==> config.mk <==
export PLATFORM = sky130hd
export DESIGN_NAME = program_loader
export DESIGN_NICKNAME = d
export VERILOG_FILES = /design/src/rtl/program_loader_pkg.sv /design/src/rtl/program_loader_word_assembler.sv /design/src/rtl/program_loader.sv
export SDC_FILE = /design/constraint.sdc
export NUM_CORES = 1
export LEC_CHECK = 0
export ABC_AREA = 1
export BUFFER_PORTS_ARGS = -buffer_cell sky130_fd_sc_hd__buf_2
export CORE_ASPECT_RATIO = 1.5
export CORE_MARGIN = 8
export CORE_UTILIZATION = 49
export CTS_CLUSTER_DIAMETER = 40
export DETAILED_ROUTE_END_ITERATION = 7
export GPL_TIMING_DRIVEN = 0
export PLACE_DENSITY = 0.75
export SYNTH_ARGS = -nofsm -noshare
export SYNTH_HDL_FRONTEND = slang
export SYNTH_SLANG_ARGS = --single-unit
==> constraint.sdc <==
create_clock -name clk -period 1.3 [get_ports clk]
set_input_delay 0.13 -clock clk [delete_from_list [all_inputs] [get_ports clk]]
set_output_delay 0.13 -clock clk [all_outputs]
set_load 0.01 [all_outputs]
==> src/rtl/program_loader_pkg.sv <==
// Shared definitions for program_loader: state encodings, error codes, defaults.
// Optional feature macro: LOADER_CHECKSUM_EN (adds the CSUM state).
package program_loader_pkg;

  localparam int unsigned MAX_INSTR_DEF = 15;

  // op/src bits live in byte0[4:0]; the top three bits must be zero
  localparam logic [7:0] BYTE0_RSVD_MASK = 8'hE0;

  localparam logic [1:0] ERR_NONE      = 2'd0;
  localparam logic [1:0] ERR_BAD_COUNT = 2'd1;
  localparam logic [1:0] ERR_BAD_WORD  = 2'd2;
  localparam logic [1:0] ERR_CHECKSUM  = 2'd3;

  typedef enum logic [2:0] {
`ifdef LOADER_CHECKSUM_EN
    ST_CSUM  = 3'd7,
`endif
    ST_IDLE  = 3'd0,
    ST_COUNT = 3'd1,
    ST_B0    = 3'd2,
    ST_B1    = 3'd3,
    ST_B2    = 3'd4,
    ST_DONE  = 3'd5,
    ST_ERR   = 3'd6
  } state_e;

endpackage

==> src/rtl/program_loader_word_assembler.sv <==
// Collects the first two bytes of a word and presents the 21-bit op code
// together with the live third byte; flags illegal byte0 values.
module word_assembler
  import program_loader_pkg::*;
#(
  parameter int unsigned NUM_OPS = 16
) (
  input  logic        clk,
  input  logic        rst_n,
  input  logic [7:0]  byte_i,
  input  logic        acc_i,
  input  logic        clr_i,
  output logic [20:0] word_o,
  output logic        bad_o
);

  logic [12:0] sh_q, sh_d;

  always_comb begin
    sh_d = sh_q;
    if (clr_i)      sh_d = '0;
    else if (acc_i) sh_d = {sh_q[4:0], byte_i};
  end

  always_ff @(posedge clk or negedge rst_n) begin
    if (!rst_n) sh_q <= '0;
    else        sh_q <= sh_d;
  end

  // after two accepts sh_q = {byte0[4:0], byte1}; the third byte is appended live
  assign word_o = {sh_q, byte_i};
  assign bad_o  = (|(byte_i & BYTE0_RSVD_MASK)) || (32'(byte_i[4:1]) >= NUM_OPS);

endmodule

==> src/rtl/program_loader.sv <==
// Streams count + 3-byte words into node program memory, validating as it goes.
// Define LOADER_CHECKSUM_EN to require a trailing XOR checksum byte.
module program_loader
  import program_loader_pkg::*;
#(
  parameter int unsigned MAX_INSTR = MAX_INSTR_DEF,
  parameter int unsigned NUM_OPS   = 16,
  parameter int unsigned AW        = 4
) (
  input  logic          clk,
  input  logic          rst_n,
  input  logic          start,
  input  logic [7:0]    in_data,
  input  logic          in_valid,
  output logic          in_ready,
  output logic          mem_we,
  output logic [AW-1:0] mem_addr,
  output logic [20:0]   mem_wdata,
  output logic          busy,
  output logic          done,
  output logic          error,
  output logic [1:0]    err_code,
  output logic [AW-1:0] prog_len
);

  // one extra bit so a full memory (N == 2^AW) still compares correctly
  localparam int unsigned IW = AW + 1;

  state_e          state_q, state_d;
  logic [IW-1:0]   idx_q, idx_d, n_q, n_d;
  logic [1:0]      code_q, code_d;
  logic            we_q, we_d;
  logic [AW-1:0]   addr_q, addr_d;
  logic [20:0]     wdata_q, wdata_d;
`ifdef LOADER_CHECKSUM_EN
  logic [7:0]      csum_q, csum_d;
`endif

  logic            accept, asm_acc, asm_clr, asm_bad;
  logic [20:0]     asm_word;

  word_assembler #(.NUM_OPS(NUM_OPS)) u_asm (
    .clk    (clk),
    .rst_n  (rst_n),
    .byte_i (in_data),
    .acc_i  (asm_acc),
    .clr_i  (asm_clr),
    .word_o (asm_word),
    .bad_o  (asm_bad)
  );

  assign accept = in_valid && in_ready;

  always_comb begin
    state_d = state_q;
    idx_d   = idx_q;
    n_d     = n_q;
    code_d  = code_q;
    we_d    = 1'b0;
    addr_d  = addr_q;
    wdata_d = wdata_q;
    asm_acc = 1'b0;
    asm_clr = 1'b0;
`ifdef LOADER_CHECKSUM_EN
    csum_d  = csum_q;
    if (accept) csum_d = csum_q ^ in_data;
`endif
    case (state_q)
      ST_IDLE, ST_DONE, ST_ERR: begin
        if (start) begin
          state_d = ST_COUNT;
          code_d  = ERR_NONE;
          idx_d   = '0;
          asm_clr = 1'b1;
`ifdef LOADER_CHECKSUM_EN
          csum_d  = '0;
`endif
        end
      end
      ST_COUNT: begin
        if (accept) begin
          if (in_data == 8'd0 || 32'(in_data) > MAX_INSTR) begin
            state_d = ST_ERR;
            code_d  = ERR_BAD_COUNT;
          end else begin
            n_d     = IW'(in_data);
            state_d = ST_B0;
          end
        end
      end
      ST_B0: begin
        if (accept) begin
          if (asm_bad) begin
            state_d = ST_ERR;
            code_d  = ERR_BAD_WORD;
          end else begin
            asm_acc = 1'b1;
            state_d = ST_B1;
          end
        end
      end
      ST_B1: begin
        if (accept) begin
          asm_acc = 1'b1;
          state_d = ST_B2;
        end
      end
      ST_B2: begin
        if (accept) begin
          we_d    = 1'b1;
          addr_d  = idx_q[AW-1:0];
          wdata_d = asm_word;
          idx_d   = idx_q + IW'(1);
          asm_clr = 1'b1;
          if (idx_q + IW'(1) == n_q) begin
`ifdef LOADER_CHECKSUM_EN
            state_d = ST_CSUM;
`else
            state_d = ST_DONE;
`endif
          end else begin
            state_d = ST_B0;
          end
        end
      end
`ifdef LOADER_CHECKSUM_EN
      ST_CSUM: begin
        if (accept) begin
          if (in_data == csum_q) begin
            state_d = ST_DONE;
          end else begin
            state_d = ST_ERR;
            code_d  = ERR_CHECKSUM;
          end
        end
      end
`endif
      default: state_d = ST_IDLE;
    endcase
  end

  always_ff @(posedge clk or negedge rst_n) begin
    if (!rst_n) begin
      state_q <= ST_IDLE;
      idx_q   <= '0;
      n_q     <= '0;
      code_q  <= ERR_NONE;
      we_q    <= 1'b0;
      addr_q  <= '0;
      wdata_q <= '0;
`ifdef LOADER_CHECKSUM_EN
      csum_q  <= '0;
`endif
    end else begin
      state_q <= state_d;
      idx_q   <= idx_d;
      n_q     <= n_d;
      code_q  <= code_d;
      we_q    <= we_d;
      addr_q  <= addr_d;
      wdata_q <= wdata_d;
`ifdef LOADER_CHECKSUM_EN
      csum_q  <= csum_d;
`endif
    end
  end

  always_comb begin
    in_ready = 1'b0;
    case (state_q)
      ST_COUNT, ST_B0, ST_B1, ST_B2: in_ready = 1'b1;
`ifdef LOADER_CHECKSUM_EN
      ST_CSUM: in_ready = 1'b1;
`endif
      default: in_ready = 1'b0;
    endcase
  end

  assign busy      = in_ready;
  assign done      = (state_q == ST_DONE);
  assign error     = (state_q == ST_ERR);
  assign err_code  = code_q;
  assign prog_len  = done ? n_q[AW-1:0] : '0;
  assign mem_we    = we_q;
  assign mem_addr  = addr_q;
  assign mem_wdata = wdata_q;

endmodule

==> reports/qor.yml <==
clocking:
  numCtsBuffers: 5
  htree_levels: 2
  cts_root_buffer: "clkbuf_8"
  hold_buffers: 0
  clock_sinks: 54
  cts_buffer_depth: 2
  cts.reportedPaths.clkPinSlew_ns: 0.10
  clk_latency_ns: 0.31
  cts_tree: "done"
synth:
  syn_area_mm2: 0.00243
  synthAdderAreaFrac: 0.00515
  synth_mux_area_frac: 0
  syn_avg_cell_area_um2: 8.47
  synthSimpleGateAreaFrac: 0.217
  ys_seq_area_frac: 0.556
  yosys_warnings: 0
  synth-xor-area-share: 0
  ys_ff_latch: 54
  syn-num-nets: 300
  syn_inst: 287
  synth_top_family_by_area: "simple AND/OR/NAND/NOR gates"
  synth.distinct_cells: 23
  synth_compound_area_frac: 0.120
sta:
  finalSetupViolCount: 61
  rsz0062_at_grt: "yes"
  fin_crit_sh: 1.25
  fin_crit_ns: 1.63
  fin_skew_ns: 0.0107
  slew_headroom: 0.209
  slew_viol_final: 0
  fin_tns_setup_ns: -9.60
  max_freq_mhz: 614
  worst_slack_ns: -0.330
  tightestPinTransition_ns: 1.19
  hold_viol: 0
floorplan:
  core_mm2: 0.00481
  die_w_um: 73.5
  fp-row-count: 31
  start_util: 0.505
  design.die.area_mm2: 0.00752
  die_y_um: 102
  io_pins: 48
grt:
  antenna_found_initial: 0
  grt_use_total: 0.182
  grt_pass1_vias: 2287
  grt_start_max_net_pins: 55
  grt_pass1_wl_um: 10600
  grt-ovfl-total: 0
cells_and_area:
  antenna_cells: 0
  drive_above_1_share: 0.503
  multi_input_area_mm2: 0.00124
  final_common_cell: "dfrtp_1"
  synthToLayoutAreaGrowth_pct: 54.7
  seqCellArea_mm2: 0.00136
  finalNetCount: 389
  postLayoutCellArea_mm2: 0.00376
  fillers: 299
  mostFrequentLayoutCells: "50 x dfrtp_1, 44 x buf_2, 43 x nand2_1"
  stdcell_count: 442
place:
  place_inst: 400
  port_buffers: 47
  dpl-instance-area_mm2: 0.00279
  gp_congestion: 0.860
  hpwlAfterDp_um: 4270
run_status:
  violations: "negative setup slack"
  status: "complete, but fails checks"
critical_path:
  ff2ff_path_depth: 11
  worstReg2RegEnd: "state_q[2]"
  crit_end: "state_q[2]"
  worstSetupPathType: "reg -> reg"
  reg2reg_slack_ns: -0.33
  crit_arrival_ns: 1.88
  cp-startpoint: "idx_q[0]"
  r2r_start: "idx_q[0]"
  crit_chain: "ha_4, inv_4, nand2_2, nand2_2, nor2_1, nand3_1, nor2_1, nand3_1, nand2_1, nand2_1, nand2_1"
  cp_slowest_cell: "dfrtp_2"
  path_max_fanout: 2
  max_stage_delay_ns: 0.44
  start_kind: "register"
  cpMostUsedCell: "nand2_1"
  cp.required_ns: 1.55
  endpoint_kind: "register"
power:
  power_frac_comb: 0.580
  vdd_drop_max_mv: 1.45
  p_leak_nw: 1.91
  internal_power_mw: 5.01
  pwr-share-clk: 0.105
  switching_power_mw: 3.91
  power.density_mw_per_mm2: 2370
  seqPwrFrac: 0.316
  p_sw_frac: 0.439
route:
  route.vias.total: 2538
  wl_per_cell_um: 19.5
  drtIter0Drc: 235
  ant_nets: 0
  drtPass1Iterations: 5
  finalWirelength_um: 8620
  via_per_inst: 5.74
  drc: 0
min_path:
  hp-class: "in -> async"
job:
  drv_cap: 0
-- routing by layer --
metal / vias up / routed length, um / GRT usage
met5: - / 0 / 0
met4: 0 / 409 / 0.0804
met3: 44 / 592 / 0.0413
met2: 162 / 4440 / 0.329
met1: 1232 / 3170 / 0.194
li1: 1100 / - / -
-- area by class of cell --
type	instances	area share
clock inverter	2	0.00366
buffer	9	0.0409
multi-input combinational	173	0.330
timing repair buffer	82	0.171
sequential	54	0.361
tap	66	0.0220
clock buffer	5	0.0183
inverter	51	0.0536
-- synthesized netlist by cell type (all sizes together) --
| library cell | n | area (um^2) |
|---|---|---|
| clkbuf | 3 | 12.5 |
| nand3 | 23 | 135 |
| nand2 | 75 | 284 |
| nand4 | 7 | 43.8 |
| inv | 51 | 191 |
| o21ai | 33 | 169 |
| nor3 | 1 | 5.00 |
| nor2 | 13 | 58.8 |
| ha | 1 | 12.5 |
| o22ai | 16 | 100 |
| buf | 6 | 45.0 |
| dfrtp | 54 | 1350 |
| a21oi | 3 | 15.0 |
| o21a | 1 | 7.51 |
-- flip-flops by register name, summed over array words and instances, names as in the netlist --
name / count
u_asm.sh_q: 13
mem_wdata: 21
mem_we: 1
n_q: 5
idx_q: 5
err_code: 2
mem_addr: 4
state_q: 3
-- worst min path at each step --
stage                     from            to  slack, ns  cells after the start
finish                   rst_n  mem_wdata[7]       0.05                      1
global route        in_data[6]  mem_wdata[6]       0.10                      3
CTS                      rst_n  mem_wdata[7]        0.1                      1
detailed placement  in_data[6]  mem_wdata[6]       0.42                      3
global placement    in_data[5]  mem_wdata[5]       0.42                      3
floorplan                rst_n   err_code[0]      -0.17                      0
-- cell families after synthesis --
| kind of cell | after synthesis |
|---|---|
| fa+ha+maj | 1 |
| compound gates | 53 |
| buf+inv | 60 |
| flops | 54 |
| simple gates | 119 |
-- through the flow --
stage | power [mW] | hold WS [ns] | utilization | setup WS (ns)
CTS | 7.31 | 0.0983 | 0.677 | -0.173
detailed placement | 5.49 | 0.424 | 0.579 | -0.368
finish | 8.92 | 0.0547 | 0.782 | -0.330
global route | 9.34 | 0.104 | 0.782 | -0.385
floorplan | 4.52 | -0.166 | - | -0.0646
global placement | 5.40 | 0.417 | 0.579 | -0.328
-- power by group through the flow --
stage	combinational [mW]	sequential (mW)	clock, mW
final	5.17	2.81	0.936
after global routing	5.47	2.87	1.01
after CTS	3.70	2.68	0.940
after detailed placement	2.82	2.67	0
after global placement	2.76	2.64	0
after floorplan	1.71	2.81	0
-- repair_timing --
item | 4_1_cts | 5_1_grt
buffers inserted | 13 | 14
setup endpoints to repair | 61 | 61
gates resized for setup | 73 | 80
pin swaps | 10 | 13
cloned | 2 | 6
-- critical path: cells and delay by family (launching register included) --
family | cells | cell delay (ns)
DFF | 1 | 0.44
adders and majority gates | 1 | 0.29
and+or+nand+nor | 9 | 0.80
buffers and inverters | 1 | 0.04
Power figures use the tool's default switching activity.
